**src/rtl/ft_pkg.sv**
```systemverilog
// ft_pkg: shared types and constants for the lockstep recovery controller
package ft_pkg;
  typedef enum logic [1:0] {IDLE, RESTORE, FLUSH, PCLOAD} ft_rec_state_e;
  localparam int ERR_CNT_W = 8;
  localparam logic [31:0] DEF_BOOT_PC = 32'h80;
endpackage

```
**src/rtl/ft_recovery_ctrl_if.sv**
```systemverilog
// ft_rec_if: core write ports, golden RF and fetch-side signals of the recovery controller
interface ft_rec_if import ft_pkg::*; #(
  parameter int ADDR_WIDTH = 5,
  parameter int DATA_WIDTH = 32
);
  logic                  we_a_i, we_b_i;
  logic [ADDR_WIDTH-1:0] addr_a_i, addr_b_i;
  logic [DATA_WIDTH-1:0] data_a_i, data_b_i;
  logic [DATA_WIDTH-1:0] spc_i;
  logic                  commit_we_o;
  logic [ADDR_WIDTH-1:0] commit_addr_o;
  logic [DATA_WIDTH-1:0] commit_data_o;
  logic [ADDR_WIDTH-1:0] gold_raddr_o;
  logic [DATA_WIDTH-1:0] gold_rdata_i;
  logic                  rst_we_o;
  logic [ADDR_WIDTH-1:0] rst_addr_o;
  logic [DATA_WIDTH-1:0] rst_data_o;
  logic                  fetch_block_o;
  logic [DATA_WIDTH-1:0] spc_o;
  logic                  pc_load_o;
  logic [ERR_CNT_W-1:0]  err_count_o;
  modport master (
    output we_a_i, we_b_i, addr_a_i, addr_b_i, data_a_i, data_b_i, spc_i, gold_rdata_i,
    input  commit_we_o, commit_addr_o, commit_data_o, gold_raddr_o, rst_we_o, rst_addr_o,
           rst_data_o, fetch_block_o, spc_o, pc_load_o, err_count_o
  );
  modport slave (
    input  we_a_i, we_b_i, addr_a_i, addr_b_i, data_a_i, data_b_i, spc_i, gold_rdata_i,
    output commit_we_o, commit_addr_o, commit_data_o, gold_raddr_o, rst_we_o, rst_addr_o,
           rst_data_o, fetch_block_o, spc_o, pc_load_o, err_count_o
  );
endinterface

```
**src/rtl/ft_write_cmp.sv**
```systemverilog
// ft_write_cmp: combinational lockstep comparison of the two cores' RF write ports
module ft_write_cmp #(
  parameter int ADDR_WIDTH = 5,
  parameter int DATA_WIDTH = 32
) (
  input  logic                  we_a,
  input  logic                  we_b,
  input  logic [ADDR_WIDTH-1:0] addr_a,
  input  logic [ADDR_WIDTH-1:0] addr_b,
  input  logic [DATA_WIDTH-1:0] data_a,
  input  logic [DATA_WIDTH-1:0] data_b,
  output logic                  mismatch,
  output logic                  match
);
  logic same;
  assign same     = (addr_a == addr_b) && (data_a == data_b);
  assign mismatch = (we_a != we_b) || (we_a && we_b && !same);
  assign match    = we_a && we_b && same;
endmodule

```
**src/rtl/ft_recovery_ctrl.sv**
```systemverilog
// ft_recovery_ctrl: commits matching lockstep writes, replays the golden RF and reloads the checkpoint PC on mismatch
module ft_recovery_ctrl import ft_pkg::*; #(
  parameter int                    ADDR_WIDTH = 5,
  parameter int                    DATA_WIDTH = 32,
  parameter logic [DATA_WIDTH-1:0] BOOT_PC    = DEF_BOOT_PC
) (
  input logic    clk_i,
  input logic    rst_ni,
  ft_rec_if.slave bus
);
  localparam logic [ADDR_WIDTH-1:0] LAST = '1;
  ft_rec_state_e         state_q, state_d;
  logic [ADDR_WIDTH-1:0] cnt_q, cnt_d;
  logic                  commit_we_q, commit_we_d;
  logic [ADDR_WIDTH-1:0] commit_addr_q, commit_addr_d;
  logic [DATA_WIDTH-1:0] commit_data_q, commit_data_d;
  logic [DATA_WIDTH-1:0] spc_q, spc_d;
  logic [ERR_CNT_W-1:0]  err_q, err_d;
  logic                  mismatch, match, rst_we;
  ft_write_cmp #(.ADDR_WIDTH(ADDR_WIDTH), .DATA_WIDTH(DATA_WIDTH)) u_cmp (
    .we_a(bus.we_a_i), .we_b(bus.we_b_i),
    .addr_a(bus.addr_a_i), .addr_b(bus.addr_b_i),
    .data_a(bus.data_a_i), .data_b(bus.data_b_i),
    .mismatch(mismatch), .match(match)
  );
  always_comb begin
    state_d       = state_q;
    cnt_d         = cnt_q;
    commit_we_d   = 1'b0;
    commit_addr_d = commit_addr_q;
    commit_data_d = commit_data_q;
    spc_d         = spc_q;
    err_d         = err_q;
    case (state_q)
      IDLE: begin
        if (mismatch) begin
          state_d = RESTORE;
          cnt_d   = '0;
          err_d   = (&err_q) ? err_q : err_q + ERR_CNT_W'(1);
        end else if (match) begin
          commit_we_d   = 1'b1;
          commit_addr_d = bus.addr_a_i;
          commit_data_d = bus.data_a_i;
          spc_d         = bus.spc_i;
        end
      end
      RESTORE: begin
        cnt_d   = cnt_q + ADDR_WIDTH'(1);
        state_d = (cnt_q == LAST) ? FLUSH : RESTORE;
      end
      FLUSH:   state_d = PCLOAD;
      default: state_d = IDLE;
    endcase
  end
  always_ff @(posedge clk_i or negedge rst_ni) begin
    if (!rst_ni) begin
      state_q       <= IDLE;
      cnt_q         <= '0;
      commit_we_q   <= 1'b0;
      commit_addr_q <= '0;
      commit_data_q <= '0;
      spc_q         <= BOOT_PC;
      err_q         <= '0;
    end else begin
      state_q       <= state_d;
      cnt_q         <= cnt_d;
      commit_we_q   <= commit_we_d;
      commit_addr_q <= commit_addr_d;
      commit_data_q <= commit_data_d;
      spc_q         <= spc_d;
      err_q         <= err_d;
    end
  end
  // golden read data lags the address by one cycle, so the replay trails cnt by one
  assign rst_we            = (state_q == RESTORE && cnt_q != '0) || state_q == FLUSH;
  assign bus.rst_we_o      = rst_we;
  assign bus.rst_addr_o    = rst_we ? cnt_q - ADDR_WIDTH'(1) : '0;
  assign bus.rst_data_o    = rst_we ? bus.gold_rdata_i : '0;
  assign bus.gold_raddr_o  = (state_q == RESTORE) ? cnt_q : '0;
  assign bus.fetch_block_o = state_q != IDLE;
  assign bus.pc_load_o     = state_q == PCLOAD;
  assign bus.commit_we_o   = commit_we_q;
  assign bus.commit_addr_o = commit_addr_q;
  assign bus.commit_data_o = commit_data_q;
  assign bus.spc_o         = spc_q;
  assign bus.err_count_o   = err_q;
endmodule

```
**src/flat_wrapper.sv**
```systemverilog
// flat-port wrapper written by rule: the top's interface ports become plain ports
module ft_recovery_ctrl_flat import ft_pkg::*;
#(
  parameter int                    ADDR_WIDTH = 5,
  parameter int                    DATA_WIDTH = 32,
  parameter logic [DATA_WIDTH-1:0] BOOT_PC    = DEF_BOOT_PC
)
  (clk_i, rst_ni, bus_we_a_i, bus_we_b_i, bus_addr_a_i, bus_addr_b_i, bus_data_a_i, bus_data_b_i, bus_spc_i, bus_gold_rdata_i, bus_commit_we_o, bus_commit_addr_o, bus_commit_data_o, bus_gold_raddr_o, bus_rst_we_o, bus_rst_addr_o, bus_rst_data_o, bus_fetch_block_o, bus_spc_o, bus_pc_load_o, bus_err_count_o);
  ft_rec_if #(.ADDR_WIDTH(ADDR_WIDTH), .DATA_WIDTH(DATA_WIDTH)) bus_i ();
  input logic clk_i;
  input logic rst_ni;
  input wire logic [$bits(bus_i.we_a_i)-1:0] bus_we_a_i;
  input wire logic [$bits(bus_i.we_b_i)-1:0] bus_we_b_i;
  input wire logic [$bits(bus_i.addr_a_i)-1:0] bus_addr_a_i;
  input wire logic [$bits(bus_i.addr_b_i)-1:0] bus_addr_b_i;
  input wire logic [$bits(bus_i.data_a_i)-1:0] bus_data_a_i;
  input wire logic [$bits(bus_i.data_b_i)-1:0] bus_data_b_i;
  input wire logic [$bits(bus_i.spc_i)-1:0] bus_spc_i;
  input wire logic [$bits(bus_i.gold_rdata_i)-1:0] bus_gold_rdata_i;
  output wire logic [$bits(bus_i.commit_we_o)-1:0] bus_commit_we_o;
  output wire logic [$bits(bus_i.commit_addr_o)-1:0] bus_commit_addr_o;
  output wire logic [$bits(bus_i.commit_data_o)-1:0] bus_commit_data_o;
  output wire logic [$bits(bus_i.gold_raddr_o)-1:0] bus_gold_raddr_o;
  output wire logic [$bits(bus_i.rst_we_o)-1:0] bus_rst_we_o;
  output wire logic [$bits(bus_i.rst_addr_o)-1:0] bus_rst_addr_o;
  output wire logic [$bits(bus_i.rst_data_o)-1:0] bus_rst_data_o;
  output wire logic [$bits(bus_i.fetch_block_o)-1:0] bus_fetch_block_o;
  output wire logic [$bits(bus_i.spc_o)-1:0] bus_spc_o;
  output wire logic [$bits(bus_i.pc_load_o)-1:0] bus_pc_load_o;
  output wire logic [$bits(bus_i.err_count_o)-1:0] bus_err_count_o;
  assign bus_i.we_a_i = bus_we_a_i;
  assign bus_i.we_b_i = bus_we_b_i;
  assign bus_i.addr_a_i = bus_addr_a_i;
  assign bus_i.addr_b_i = bus_addr_b_i;
  assign bus_i.data_a_i = bus_data_a_i;
  assign bus_i.data_b_i = bus_data_b_i;
  assign bus_i.spc_i = bus_spc_i;
  assign bus_i.gold_rdata_i = bus_gold_rdata_i;
  assign bus_commit_we_o = bus_i.commit_we_o;
  assign bus_commit_addr_o = bus_i.commit_addr_o;
  assign bus_commit_data_o = bus_i.commit_data_o;
  assign bus_gold_raddr_o = bus_i.gold_raddr_o;
  assign bus_rst_we_o = bus_i.rst_we_o;
  assign bus_rst_addr_o = bus_i.rst_addr_o;
  assign bus_rst_data_o = bus_i.rst_data_o;
  assign bus_fetch_block_o = bus_i.fetch_block_o;
  assign bus_spc_o = bus_i.spc_o;
  assign bus_pc_load_o = bus_i.pc_load_o;
  assign bus_err_count_o = bus_i.err_count_o;
  ft_recovery_ctrl #(.ADDR_WIDTH(ADDR_WIDTH), .DATA_WIDTH(DATA_WIDTH), .BOOT_PC(BOOT_PC)) u_core (.clk_i(clk_i), .rst_ni(rst_ni), .bus(bus_i));
endmodule
```
**config.mk**
```make
export PLATFORM = sky130hd
export DESIGN_NAME = ft_recovery_ctrl_flat
export DESIGN_NICKNAME = d
export VERILOG_FILES = /design/src/rtl/ft_pkg.sv /design/src/rtl/ft_recovery_ctrl_if.sv /design/src/rtl/ft_write_cmp.sv /design/src/rtl/ft_recovery_ctrl.sv /design/src/flat_wrapper.sv
export SDC_FILE = /design/constraint.sdc
export NUM_CORES = 1
export LEC_CHECK = 0
export ABC_AREA = 1
export BUFFER_PORTS_ARGS = -buffer_cell sky130_fd_sc_hd__clkbuf_2
export CORE_MARGIN = 5
export CORE_UTILIZATION = 48
export CTS_BUF_LIST = sky130_fd_sc_hd__clkbuf_2
export DETAILED_ROUTE_END_ITERATION = 10
export PLACE_DENSITY = 0.88
export SYNTH_ARGS = -nofsm -noshare
export SYNTH_HDL_FRONTEND = slang
export SYNTH_SLANG_ARGS = --single-unit
```
**constraint.sdc**
```tcl
create_clock -name clk_i -period 3 [get_ports clk_i]
set_input_delay 0.3 -clock clk_i [delete_from_list [all_inputs] [get_ports clk_i]]
set_output_delay 0.3 -clock clk_i [all_outputs]
set_load 0.03 [all_outputs]
```
==> impl_metrics.toml <==
[status]
status = "finished clean"

[timing]
fin_skew_ps = 32.9
setup_viol = 0
worst_pin_slew_ps = 780
max_freq_mhz = 366
finalCriticalPeriod_ps = 2730
slew_violations = 0
timing.hold.ws_ps = 66.1
hold_viol = 0
fin_crit_sh = 0.910
maxSlewHeadroom = 0.480
setup_tns_ps = 0
rsz0062_at_grt = "no"

[floorplan]
die_w_um = 105
dieArea_mm2 = 0.0110
initial_utilization = 0.494
ios = 265
core_mm2 = 0.00876
die_h_um = 105
rows = 34

[finish]
antenna_cells = 0
nets = 1062
drive_above_1_share = 0.314
syn_to_final_growth_pct = 50.4
seqCellArea_mm2 = 0.00213
multiInputGateArea_mm2 = 0.00185
fill_cells = 638

[clock_network]
path_clk_slew_ps = 240
root_buffer = "clkbuf_2"
cts_setup_buffers = 0
cts_tree = "done"
cts_sinks = 85
ctsLongestPathBuffers = 2
htree_levels = 3
cts_buffers = 9
insertion_delay_ps = 500

[logic_synthesis]
synth_area_mm2 = 0.00433
synth_common_cells = "268 x nand2_1, 84 x dfrtp_1, 70 x inv_1, 66 x nor2_1, 18 x o21ai_0"
synthCells = 592
synth.most_common_cell = "nand2_1"
netlist_top_cells_area = "dfrtp_1 49%, nand2_1 23%, inv_1 6.1%"
ys_seq_area_frac = 0.491
syn_area_per_cell_um2 = 7.32
synthArstFlopShare = 1.00
synthDistinctLibCells = 21
ys.flop_type = "dfrtp_1"
synth_top_area_cell = "dfrtp_1"
synth_edf_count = 0
synth_top_area_frac = 0.485
synth_nets = 739
ys.warnings.count = 0
synth-seq-cells = 85

[detailed_routing]
dr.max_layer_used = "met4"
first_pass_iters = 5
routed-wl-met3_mm = 1.04
drc = 0
ant_nets = 0
drt-vias-per-instance = 4.80
wl_per_cell_um = 15.0
met1_length_mm = 5.67
drt_iter0_drc = 301
route.met2.wl_mm = 7.82
wl_mm = 15.4
dr_total_vias = 4930

[grt]
antenna_found_initial = 0
grt_max_degree = 81
track_usage = 0.279
grt_pass1_wl_mm = 25.1
gr-total-overflow = 0
grt_pass1_vias = 5174

[setup_path]
start_kind = "register"
end_kind = "primary output"
cp_max_fo = 37
reg2reg_from = "u_core.bus.err_count_o[0]$_DFFE_PN0P_"
critPathLaunch = "u_core.cnt_q[0]$_DFFE_PN0P_"
crit_type = "register to primary output"
crit_required_ps = 2700
worstPathArrival_ps = 2430

[power]
p_leak_uw = 0.00404
vdd_drop_max_v = 0.000572
powerDensity_mw_per_mm2 = 561
finalPower_uw = 3650

[job]
drv_cap = 0

[place]
place_hpwl_mm = 10.3
port_buffers = 264
gp_congestion = 0.915

[hold_path]
worst_hold_path_type = "primary input to register"
hold_start = "bus_data_a_i[11]"
[state kept, by name, summed over array words and instances (netlist names)]
signal,cells
u_core.bus.spc_o,32
u_core.bus.commit_data_o,32
u_core.bus.commit_addr_o,5
u_core.bus.commit_we_o,1
u_core.bus.err_count_o,8
u_core.state_q,2
u_core.cnt_q,5
[kinds of logic after synthesis]
family / count (synthesis) / synth area share
buffers and inverters: 91 / 0.0838
XOR/XNOR: 33 / 0.0667
AND/OR/NAND/NOR: 356 / 0.318
flip-flops: 85 / 0.491
adder cells (fa/ha/maj): 5 / 0.0144
AO/OA/AOI/OAI: 22 / 0.0260
[worst max-delay path, cell delays in order, from the launching register on]
cell	delay [ps]
dfrtp_1	460
inv_1	160
ha_1	220
nand2_1	100
nor3_1	300
o21ai_2	130
inv_4	280
nor2_1	90
clkbuf_2	200
[cell type report]
| cell class | count | area share |
|---|---|---|
| Multi-Input combinational cell | 416 | 0.284 |
| Clock buffer | 10 | 0.00768 |
| Timing Repair Buffer | 331 | 0.309 |
| Tap cell | 108 | 0.0207 |
| Inverter | 72 | 0.0419 |
| Sequential cell | 85 | 0.327 |
| Clock inverter | 6 | 0.00960 |
[where the power goes]
part	switching (uW)	leakage (uW)	internal (uW)
logic	1260	0.00281	532
registers	75.1	0.00117	1210
clock network	385	0.0000660	194
total	1720	0.00404	1940
[routing by layer]
metal / vias to the layer above / GRT usage
met1: 2195 / 0.320
met5: - / 0
met3: 73 / 0.0555
li1: 2406 / -
met2: 256 / 0.482
met4: 0 / 0.160
[path summary, 6_finish.rpt]
path | end | slack (ps) | cells after the start
max | bus_rst_data_o[30] | 270 | 8
max reg2reg | u_core.bus.err_count_o[2]$_DFFE_PN0P_ | 1040 | 6
min reg2reg | u_core.bus.spc_o[7]$_DFFE_PN1P_ | 490 | 2
min in group asynchronous | u_core.bus.commit_data_o[0]$_DFFE_PN0P_ | 300 | 2
max in group asynchronous | u_core.state_q[0]$_DFFE_PN0P_ | 2050 | 3
min | u_core.bus.commit_data_o[11]$_DFFE_PN0P_ | 70 | 3
[cell usage in the layout (no fill, tap or decap), drive strengths merged, types with 3 or more instances in the layout]
cell type and n:
clkbuf 273, nand2 268, dfrtp 84, inv 73, nor2 66, dlygate4sd3 64, o21ai 18, xnor2 17
xor2 16, nand3 15, ha 5, buf 4, nor3 3
[through the flow]
step                      cells  setup slack (ps)  area (um^2)   util
after floorplan             592               263         4330      -
after global placement      948               715         5750  0.657
after detailed placement    948               701         5750  0.657
after CTS                  1026              89.4         6490  0.740
after global routing       1028              18.1         6510  0.743
final                      1028               271         6510  0.743
[repair_timing]
item                       in CTS  in global routing
hold buffers                   62                  2
hold endpoints to repair      101                  2
setup endpoints to repair       0                 37
gates resized for setup         0                  4
Note: power is estimated with default switching activity, not from simulation.
